--- src/rtl/btb_predictor_pkg.sv ---
// Shared types and constants for the branch target buffer.
// BTB_RAS_EN (optional) adds a return-address stack; see btb_predictor.sv.
package btb_predictor_pkg;

   typedef logic [31:0] word_t;

   localparam logic [0:0] ST_IDLE  = 1'b0;
   localparam logic [0:0] ST_SWEEP = 1'b1;

   // Weak counter states: MSB set with the rest clear (weak taken), and its predecessor.
   function automatic int ctr_weak_t(input int bits);
      return 1 << (bits - 1);
   endfunction

   function automatic int ctr_weak_nt(input int bits);
      return (1 << (bits - 1)) - 1;
   endfunction

endpackage

--- src/rtl/btb_predictor_if.sv ---
// Fetch/resolve-side bundle for btb_predictor; master = pipeline, slave = predictor.
// The return-stack signals exist only when BTB_RAS_EN is defined.
interface btb_predictor_if;
   import btb_predictor_pkg::*;

   word_t lookup_pc;
   word_t predicted_pc;
   logic  pred_taken;
   logic  btb_hit;
   logic  upd_en;
   word_t upd_pc;
   word_t upd_target;
   logic  upd_taken;
   logic  flush;
   logic  busy;
`ifdef BTB_RAS_EN
   logic  lookup_is_ret;
   logic  upd_is_call;

   modport master (
      output lookup_pc, upd_en, upd_pc, upd_target, upd_taken, flush,
             lookup_is_ret, upd_is_call,
      input  predicted_pc, pred_taken, btb_hit, busy
   );
   modport slave (
      input  lookup_pc, upd_en, upd_pc, upd_target, upd_taken, flush,
             lookup_is_ret, upd_is_call,
      output predicted_pc, pred_taken, btb_hit, busy
   );
`else
   modport master (
      output lookup_pc, upd_en, upd_pc, upd_target, upd_taken, flush,
      input  predicted_pc, pred_taken, btb_hit, busy
   );
   modport slave (
      input  lookup_pc, upd_en, upd_pc, upd_target, upd_taken, flush,
      output predicted_pc, pred_taken, btb_hit, busy
   );
`endif

endinterface

--- src/rtl/btb_predictor_ras.sv ---
// bp_ras: circular return-address stack; oldest entry is overwritten when full.
// Compiled only when BTB_RAS_EN is defined.
`ifdef BTB_RAS_EN
module bp_ras
   import btb_predictor_pkg::*;
#(
   parameter int DEPTH = 4
) (
   input  logic  clk,
   input  logic  rst_n,
   input  logic  clear,
   input  logic  push,
   input  logic  pop,
   input  word_t push_data,
   output word_t top,
   output logic  empty
);
   localparam int PW = (DEPTH > 1) ? $clog2(DEPTH) : 1;
   localparam int CW = $clog2(DEPTH + 1);
   localparam logic [PW-1:0] LAST_PTR = PW'(DEPTH - 1);
   localparam logic [CW-1:0] FULL_CNT = CW'(DEPTH);

   word_t         mem_q [DEPTH];
   logic [PW-1:0] ptr_q;
   logic [CW-1:0] count_q;
   logic [PW-1:0] ptr_inc;
   logic [PW-1:0] ptr_dec;
   logic          do_pop;

   assign ptr_inc = (ptr_q == LAST_PTR) ? '0 : ptr_q + PW'(1);
   assign ptr_dec = (ptr_q == '0) ? LAST_PTR : ptr_q - PW'(1);
   assign do_pop  = pop && (count_q != '0);
   assign top     = mem_q[ptr_q];
   assign empty   = (count_q == '0);

   always_ff @(posedge clk) begin
      if (!rst_n || clear) begin
         ptr_q   <= '0;
         count_q <= '0;
      end else if (push && do_pop) begin
         // A return and a call retiring together leave depth unchanged.
         mem_q[ptr_q] <= push_data;
      end else if (push) begin
         ptr_q          <= ptr_inc;
         mem_q[ptr_inc] <= push_data;
         if (count_q != FULL_CNT) count_q <= count_q + CW'(1);
      end else if (do_pop) begin
         ptr_q   <= ptr_dec;
         count_q <= count_q - CW'(1);
      end
   end

endmodule
`endif

--- src/rtl/btb_predictor.sv ---
// Direct-mapped branch target buffer with saturating direction counters and a flush sweep.
// Define BTB_RAS_EN to add a return-address stack (bp_ras) ahead of the BTB path.
module btb_predictor
   import btb_predictor_pkg::*;
#(
   parameter int ENTRIES   = 16,
   parameter int CTR_BITS  = 2,
   parameter int RAS_DEPTH = 4
) (
   input logic            CLK,
   input logic            nRST,
   btb_predictor_if.slave bus
);
   localparam int IDXW = $clog2(ENTRIES);
   localparam int TAGW = 32 - IDXW - 2;
   localparam logic [CTR_BITS-1:0] CTR_WEAK_T  = CTR_BITS'(ctr_weak_t(CTR_BITS));
   localparam logic [CTR_BITS-1:0] CTR_WEAK_NT = CTR_BITS'(ctr_weak_nt(CTR_BITS));
   localparam logic [CTR_BITS-1:0] CTR_MAX     = '1;
   localparam logic [IDXW-1:0]     LAST_IDX    = IDXW'(ENTRIES - 1);

   if (ENTRIES < 2 || (ENTRIES & (ENTRIES - 1)) != 0) begin : g_bad_entries
      $error("btb_predictor: ENTRIES must be a power of two >= 2");
   end
   if (CTR_BITS < 1) begin : g_bad_ctr
      $error("btb_predictor: CTR_BITS must be >= 1");
   end
   if (RAS_DEPTH < 1) begin : g_bad_ras
      $error("btb_predictor: RAS_DEPTH must be >= 1");
   end

   typedef struct packed {
      logic                valid;
      logic [TAGW-1:0]     tag;
      word_t               target;
      logic [CTR_BITS-1:0] ctr;
   } btb_entry_t;

   function automatic logic [CTR_BITS-1:0] ctr_next(input logic [CTR_BITS-1:0] c,
                                                    input logic taken);
      if (taken) return (c == CTR_MAX) ? c : c + CTR_BITS'(1);
      return (c == '0) ? c : c - CTR_BITS'(1);
   endfunction

   btb_entry_t      table_q [ENTRIES];
   logic [0:0]      state_q;
   logic [IDXW-1:0] sweep_idx_q;

   logic            busy;
   logic            flush_start;
   logic            upd_ok;
   logic [IDXW-1:0] lk_idx;
   logic [TAGW-1:0] lk_tag;
   btb_entry_t      lk_entry;
   logic            lk_hit;
   logic            btb_taken;
   word_t           seq_pc;
   logic [IDXW-1:0] upd_idx;
   logic [TAGW-1:0] upd_tag;
   logic            upd_hit;

   assign busy        = (state_q == ST_SWEEP);
   assign flush_start = !busy && bus.flush;
   assign upd_ok      = !busy && !bus.flush && bus.upd_en;

   // Lookup: combinational read of the registered table, no write bypass.
   assign lk_idx    = bus.lookup_pc[IDXW+1:2];
   assign lk_tag    = bus.lookup_pc[31:IDXW+2];
   assign lk_entry  = table_q[lk_idx];
   assign lk_hit    = nRST && !busy && lk_entry.valid && (lk_entry.tag == lk_tag);
   assign btb_taken = lk_hit && lk_entry.ctr[CTR_BITS-1];
   assign seq_pc    = bus.lookup_pc + 32'd4;

   assign upd_idx = bus.upd_pc[IDXW+1:2];
   assign upd_tag = bus.upd_pc[31:IDXW+2];
   assign upd_hit = table_q[upd_idx].valid && (table_q[upd_idx].tag == upd_tag);

   // Tags and targets keep their contents across reset; only valid/ctr are cleared.
   always_ff @(posedge CLK) begin
      if (!nRST) begin
         for (int i = 0; i < ENTRIES; i++) begin
            table_q[i].valid <= 1'b0;
            table_q[i].ctr   <= CTR_WEAK_NT;
         end
      end else if (busy) begin
         table_q[sweep_idx_q].valid <= 1'b0;
      end else if (upd_ok) begin
         if (upd_hit) begin
            table_q[upd_idx].ctr <= ctr_next(table_q[upd_idx].ctr, bus.upd_taken);
            if (bus.upd_taken) table_q[upd_idx].target <= bus.upd_target;
         end else begin
            table_q[upd_idx] <= '{valid:  1'b1,
                                  tag:    upd_tag,
                                  target: bus.upd_target,
                                  ctr:    bus.upd_taken ? CTR_WEAK_T : CTR_WEAK_NT};
         end
      end
   end

   // Flush sweep: one entry invalidated per cycle, ENTRIES cycles total.
   always_ff @(posedge CLK) begin
      if (!nRST) begin
         state_q     <= ST_IDLE;
         sweep_idx_q <= '0;
      end else if (state_q == ST_IDLE) begin
         if (bus.flush) begin
            state_q     <= ST_SWEEP;
            sweep_idx_q <= '0;
         end
      end else begin
         sweep_idx_q <= sweep_idx_q + IDXW'(1);
         if (sweep_idx_q == LAST_IDX) state_q <= ST_IDLE;
      end
   end

`ifdef BTB_RAS_EN
   logic  ras_push;
   logic  ras_pop;
   logic  ras_empty;
   word_t ras_top;

   assign ras_push = upd_ok && bus.upd_is_call;
   assign ras_pop  = nRST && !busy && bus.lookup_is_ret && !ras_empty;

   bp_ras #(.DEPTH(RAS_DEPTH)) u_ras (
      .clk       (CLK),
      .rst_n     (nRST),
      .clear     (flush_start),
      .push      (ras_push),
      .pop       (ras_pop),
      .push_data (bus.upd_pc + 32'd4),
      .top       (ras_top),
      .empty     (ras_empty)
   );

   assign bus.pred_taken   = ras_pop || btb_taken;
   assign bus.predicted_pc = ras_pop ? ras_top : (btb_taken ? lk_entry.target : seq_pc);
`else
   assign bus.pred_taken   = btb_taken;
   assign bus.predicted_pc = btb_taken ? lk_entry.target : seq_pc;
`endif

   assign bus.btb_hit = lk_hit;
   assign bus.busy    = busy;

endmodule

--- src/flat_wrapper.sv ---
// flat-port wrapper written by rule: the top's interface ports become plain ports
module btb_predictor_flat import btb_predictor_pkg::*;
#(
   parameter int ENTRIES   = 16,
   parameter int CTR_BITS  = 2,
   parameter int RAS_DEPTH = 4
)
  (CLK, nRST, bus_lookup_pc, bus_upd_en, bus_upd_pc, bus_upd_target, bus_upd_taken, bus_flush, bus_predicted_pc, bus_pred_taken, bus_btb_hit, bus_busy);
  btb_predictor_if bus_i ();
  input logic CLK;
  input logic nRST;
  input wire logic [$bits(bus_i.lookup_pc)-1:0] bus_lookup_pc;
  input wire logic [$bits(bus_i.upd_en)-1:0] bus_upd_en;
  input wire logic [$bits(bus_i.upd_pc)-1:0] bus_upd_pc;
  input wire logic [$bits(bus_i.upd_target)-1:0] bus_upd_target;
  input wire logic [$bits(bus_i.upd_taken)-1:0] bus_upd_taken;
  input wire logic [$bits(bus_i.flush)-1:0] bus_flush;
  output wire logic [$bits(bus_i.predicted_pc)-1:0] bus_predicted_pc;
  output wire logic [$bits(bus_i.pred_taken)-1:0] bus_pred_taken;
  output wire logic [$bits(bus_i.btb_hit)-1:0] bus_btb_hit;
  output wire logic [$bits(bus_i.busy)-1:0] bus_busy;
  assign bus_i.lookup_pc = bus_lookup_pc;
  assign bus_i.upd_en = bus_upd_en;
  assign bus_i.upd_pc = bus_upd_pc;
  assign bus_i.upd_target = bus_upd_target;
  assign bus_i.upd_taken = bus_upd_taken;
  assign bus_i.flush = bus_flush;
  assign bus_predicted_pc = bus_i.predicted_pc;
  assign bus_pred_taken = bus_i.pred_taken;
  assign bus_btb_hit = bus_i.btb_hit;
  assign bus_busy = bus_i.busy;
  btb_predictor #(.ENTRIES(ENTRIES), .CTR_BITS(CTR_BITS), .RAS_DEPTH(RAS_DEPTH)) u_core (.CLK(CLK), .nRST(nRST), .bus(bus_i));
endmodule
--- config.mk ---
export PLATFORM = sky130hd
export DESIGN_NAME = btb_predictor_flat
export DESIGN_NICKNAME = d
export VERILOG_FILES = /design/src/rtl/btb_predictor_pkg.sv /design/src/rtl/btb_predictor_if.sv /design/src/rtl/btb_predictor_ras.sv /design/src/rtl/btb_predictor.sv /design/src/flat_wrapper.sv
export SDC_FILE = /design/constraint.sdc
export NUM_CORES = 1
export LEC_CHECK = 0
export ABC_CLOCK_PERIOD_IN_PS = 4700
export CORE_MARGIN = 3
export CORE_UTILIZATION = 50
export CTS_BUF_LIST = sky130_fd_sc_hd__clkbuf_8
export DETAILED_ROUTE_END_ITERATION = 6
export GPL_TIMING_DRIVEN = 0
export PLACE_DENSITY_LB_ADDON = 0.08
export RECOVER_POWER = 100
export SYNTH_ARGS = -nofsm -noshare
export SYNTH_HDL_FRONTEND = slang
export SYNTH_SLANG_ARGS = --single-unit
--- constraint.sdc ---
create_clock -name CLK -period 4.7 [get_ports CLK]
set_input_delay 0.705 -clock CLK [delete_from_list [all_inputs] [get_ports CLK]]
set_output_delay 0.705 -clock CLK [all_outputs]
set_load 0.005 [all_outputs]
==> results.cfg, run 1 <==
[outcome]
status = finished with violations
violations = setup timing

[finish]
layout-drive-gt1-share_pct = 34.6
nNetsFinal = 2675
area_growth_pct = 18.8

[synth]
synth_cells = 2178
synth.distinct_cells = 61
synth_warnings = 0
synth-seq-cells = 981
syn_avg_cell_area_um2 = 19.9
async_flop_share_pct = 0
seq_area_frac_synth_pct = 67.4
ys_top_cells_by_area = edfxtp_1, mux4_2, mux2i_1
netlist_top_cells_count = edfxtp_1, mux4_2, mux2i_1
syn_nets = 2281
synth_area_leader_cell = edfxtp_1
syn-cell-area_um2 = 43400
synth.most_common_cell = edfxtp_1
synthDominantCellAreaShare_pct = 66.5
synth-edff-count = 960
ys.flop_type = edfxtp_1

[drt]
drc = 0
wl_per_cell_um = 34.9
via_per_inst = 6.45
vias = 24796
drt_iter0_markers = 2655
first_pass_iters = 5
drt_wl_total_um = 134000
ant_nets = 0

[critical_path]
crit_chain = buf_2 -> buf_6 -> buf_4 -> mux4_2 -> mux2i_1 -> mux2i_1 -> xnor2_1 -> nand4_1 -> nor4_2 -> nand4_1 -> nand2b_4 -> buf_12 -> buf_8 -> buf_12 -> mux2_4 -> buf_6
startpoint_type = input port
cp.depth = 16
crit_required_ps = 3990
cp_slowest_stage_delay_ps = 520
crit_buf_inv = 7
endpoint_kind = primary output
cp_top_family = buffers and inverters
crit_fanout = 10
r2r_cells = 12
crit_path_top_delay_cell = mux2i_1
critical_path_class = in -> out
crit_arrival_ps = 4140

[timing]
rsz0062_at_grt = yes
max_slew_margin_pct = 19.4
whs_ps = 540
skew_ps = 29.2
tightest_slew_ps = 1210
period_share_pct = 103
fin_crit_ps = 4840
maxSlewViolCount = 0
final-hold-violation-count = 0
fmax_ghz = 0.207
fin_ws_ps = -142
setup_viol = 186
tns_ps = -9920

[power_and_ir_drop]
leakage_nw = 18.7
power_density_nw_per_um2 = 346
peakVddDrop_mv = 0.251

[global_routing]
grt_use_met2_pct = 48.4
grt.busiest_layer = met2
antenna_found_initial = 7
grt.total_usage_pct = 30.2
grtUsageMet1_pct = 40.9
grt_first_pass_wirelength_um = 189000
grt_pass1_vias = 25553
grt_overflow = 0
grt_max_degree = 22
grt.met3_usage_pct = 5.78

[clock_tree]
htree_levels = 4
numCtsBuffers = 163
tritoncts = built
cts_max_path_buffers = 3
cts-root-buf = clkbuf_8
clk_latency_ps = 830
cts.reportedPaths.clkPinSlew_ps = 60
cts.sinks = 981

[hold_path]
hold_path.class = reg -> reg
holdPathStages = 2

[die]
io_pins = 136
die_w_um = 300
die_h_um = 300
core-area_um2 = 85500
initial_core_util_pct = 50.7
die_area_um2 = 90300
rows = 107

[place]
io_buffers = 129
place_congestion = 0.863
hpwlAfterDp_um = 88400

[job]
drv_cap = 0
==> repair_timing <==
| action | 4_1_cts | 5_1_grt |
|---|---|---|
| hold buffers | 0 | 0 |
| cloned | 2 | 3 |
| pin swaps | 30 | 13 |
| endpoints found under the setup margin | 1010 | 693 |
| hold endpoints to repair | 0 | 0 |
| setup buffers | 57 | 8 |
| gates resized for setup | 445 | 79 |
==> cell type report <==
| class | count | area, um2 |
|---|---|---|
| sequential | 981 | 29200 |
| antenna | 3 | 7.51 |
| inverter | 5 | 18.8 |
| clock inverter | 126 | 659 |
| buffer | 141 | 1370 |
| timing repair buffer | 229 | 2550 |
| fill | 6278 | 34000 |
| tap | 1144 | 1430 |
| multi-input combinational | 1051 | 14000 |
| clock buffer | 165 | 2270 |
==> power by group <==
| group | internal (mW) | switching (mW) |
|---|---|---|
| Combinational | 0.576 | 0.771 |
| Clock | 3.41 | 3.51 |
| Sequential | 9.54 | 0.00932 |
==> tightest hold or removal path, delay by kind of cell, from the launching register on <==
family / cells / cell delay (ps)
AOI/OAI and AO/OA: 2 / 160
DFF: 1 / 320
==> cell families (layout without fill, tap and decap cells) <==
family / count (synthesis) / after routing / share of synthesized area [%]
flops: 981 / 981 / 67.4
mux: 535 / 535 / 23.2
simple gates: 300 / 300 / 3.68
buf+inv: 146 / 666 / 1.73
compound gates: 112 / 112 / 1.83
xor+xnor: 101 / 101 / 2.04
fa+ha+maj: 3 / 3 / 0.0837
other cells: 0 / 3 / 0
==> cells in the final DEF, fill, tap and decap left out, types with 26 or more instances in the layout <==
cell type / count
nand3_1: 34
xor2_1: 40
xnor2_1: 56
mux2_4: 26
clkbuf_8: 175
inv_1: 59
buf_6: 52
mux4_2: 372
clkbuf_2: 34
clkbuf_1: 28
buf_4: 41
mux2i_1: 102
edfxtp_1: 960
clkinv_1: 45
and2_0: 58
nor2_1: 26
clkdlybuf4s50_1: 89
buf_12: 47
nand2_1: 53
==> per-stage QoR <==
step	total power [mW]	std cells	instance area, um2	worst slack [ps]	utilization, %
after floorplan	10.4	2178	43400	-204	-
after global placement	11.0	3451	46100	-4530	53.9
after detailed placement	11.0	3483	47000	-3670	54.9
after CTS	17.9	3833	51600	-163	60.3
after global routing	18.4	3843	51500	-199	60.2
final	17.8	3845	51500	-142	60.2
==> state kept, by name, summed over array words and instances (netlist names) <==
| signal | cells |
|---|---|
| u_core.table_q | 976 |
| u_core.bus.busy | 1 |
| u_core.sweep_idx_q | 4 |
==> path summary, 6_finish.rpt <==
kind                      endpoint                  start  slack (ps)
max           bus_predicted_pc[12]       bus_lookup_pc[3]        -140
min          u_core.table_q[4][60]  u_core.table_q[4][60]         540
max reg2reg  u_core.table_q[6][50]  u_core.table_q[7][58]         650
min reg2reg  u_core.table_q[4][60]  u_core.table_q[4][60]         540
==> layer usage <==
layer	share of wire, %	vias to the layer above
li1	-	9932
met1	38	13203
met2	49	1361
met3	8.6	294
met4	4.2	6
met5	0.033	-
(Power assumes the default switching activity.)
==> inputs of run 2 (changes only) <==
CORE_MARGIN = not set   (was 3)
CORE_UTILIZATION = 46   (was 50)
==> run 2 against run 1 <==
The flow still finishes with violations (setup timing). Clock skew rose by 14 ps. Via count is 0.18% lower. Global-route usage is 0.92 points lower. Final cell count grew 2.6%. Design area barely moved. Utilization shrank 5.0 points. Die area up 5.8%. Fmax is 0.42% lower. Register-to-register slack better by 20 ps. Critical endpoint is now u_core.table_q[2][8].
==> results.cfg, run 2 (same netlist as run 1, synthesis figures left out) <==
[clock_tree]
tritoncts = built
cts.sinks = 981
cts.reportedPaths.clkPinSlew_ps = 60
htree_levels = 4
clk_latency_ps = 860
numCtsBuffers = 164
hold_buffers = 0
cts-root-buf = clkbuf_8
cts_max_path_buffers = 3

[critical_path]
rr_startpoint = u_core.table_q[4][58]
setup.worst_path.start = bus_upd_pc[5]
startpoint_type = input port
cp_slowest_stage_delay_ps = 740
critical_path_class = in -> reg
crit_path_top_delay_cell = clkdlybuf4s50_1
r2r-end = u_core.table_q[2][8]
crit_fanout = 19
crit_chain = clkdlybuf4s50_1 -> clkbuf_1 -> inv_2 -> mux2i_1 -> xnor2_1 -> nand2_1 -> or4_4 -> nor4_4 -> buf_4 -> nor2b_2 -> buf_6 -> nor2_1 -> clkbuf_4 -> buf_16
crit_required_ps = 5290
cp_top_family = buffers and inverters
crit_arrival_ps = 5450
reg2reg_slack_ps = 670
r2r_cells = 13
crit_buf_inv = 7
endpoint_kind = flop

[global_routing]
grt_overflow = 0
grt_first_pass_wirelength_um = 191000
grt_max_degree = 21
antenna_found_initial = 11
grt_pass1_vias = 25285
grt.total_usage_pct = 29.3

[hold_path]
holdPathStages = 1
holdPathEnd = u_core.bus.busy
hold_start = u_core.sweep_idx_q[3]
hold_path.class = reg -> reg

[drt]
via_per_inst = 6.28
ant_nets = 0
wl_per_cell_um = 34.6
drt_wl_total_um = 136000
first_pass_iters = 6
drc = 0
drt_iter0_markers = 2949
vias = 24751

[finish]
fillers = 7398
layout_common_cells = edfxtp_1, mux4_2, clkbuf_8, mux2i_1, clkdlybuf4s50_1
area_growth_pct = 18.9
largest_reg_flops = 976
layout_commonest_cell = edfxtp_1
top_register = u_core.table_q
nNetsFinal = 2665
layout-drive-gt1-share_pct = 34.4
final_area_um2 = 51500
final_cells = 3944

[power_and_ir_drop]
power_density_nw_per_um2 = 346
leakage_nw = 18.7
peakVddDrop_mv = 0.310

[die]
die_w_um = 309
die_h_um = 309
rows = 112
initial_core_util_pct = 46.5
die_area_um2 = 95500
core-area_um2 = 93300
io_pins = 136

[timing]
fin_crit_ps = 4860
maxSlewViolCount = 0
tightest_slew_ps = 1430
final-hold-violation-count = 0
fmax_ghz = 0.206
max_slew_margin_pct = 4.35
skew_ps = 42.9
period_share_pct = 103
setup_viol = 402
fin_ws_ps = -162
rsz0062_at_grt = yes

[outcome]
status = finished with violations
violations = setup timing

[place]
io_buffers = 129
pre_cts_ws_ps = -3840
hpwlAfterDp_um = 91600
dp_cells = 3601
place_congestion = 0.870
post_dp_cell_area_um2 = 47300

[job]
drv_cap = 0
[run 2: report_power, final]
group	internal (mW)	switching, mW
combinational	0.583	0.785
sequential	9.54	0.00917
clock	3.40	3.49
total	13.5	4.28
[run 2: area by class of cell]
cell class,count,area [um2],share of cell area (%)
Clock buffer,166,2280,4.43
Inverter,5,18.8,0.0364
Tap cell,1254,1570,3.04
Sequential cell,981,29200,56.7
Buffer,140,1380,2.67
Multi-Input combinational cell,1051,14000,27.1
Timing Repair Buffer,219,2440,4.74
Antenna cell,6,15.0,0.0291
Clock inverter,122,619,1.20
[run 2: what timing repair did]
action | 4_1_cts | 5_1_grt
resized for setup | 477 | 47
gates cloned | 3 | 0
buffers inserted | 33 | 14
setup endpoints to repair | 1010 | 347
pin swaps | 18 | 8
[run 2: worst max path at each step]
| stage | to | slack [ps] | cells after the start |
|---|---|---|---|
| after floorplan | u_core.table_q[7][10] | -200 | 13 |
| after global placement | u_core.table_q[13][9] | -4960 | 14 |
| after detailed placement | bus_predicted_pc[26] | -3840 | 11 |
| after CTS | bus_predicted_pc[5] | -190 | 13 |
| after global routing | bus_predicted_pc[12] | -240 | 13 |
| final | u_core.table_q[2][8] | -160 | 14 |
[run 2: per-layer routing]
metal | global-route usage (%) | up-vias | part of all wire (%)
met5 | 0 | - | 0.062
li1 | - | 9922 | -
met2 | 47.6 | 1219 | 49
met1 | 39.4 | 13305 | 40
met4 | 11.4 | 12 | 3.8
met3 | 5.20 | 293 | 7.6
[run 2: per-stage QoR]
step | total power, mW | setup TNS (ps) | utilization, % | hold WS, ps
global route | 18.3 | -25340 | 55.2 | 556
CTS | 17.9 | -1300 | 55.3 | 522
finish | 17.8 | -22840 | 55.2 | 527
floorplan | 10.4 | -71600 | - | 471
detailed placement | 11.0 | -2819370 | 50.7 | 512
global placement | 11.0 | -4364660 | 49.5 | 509
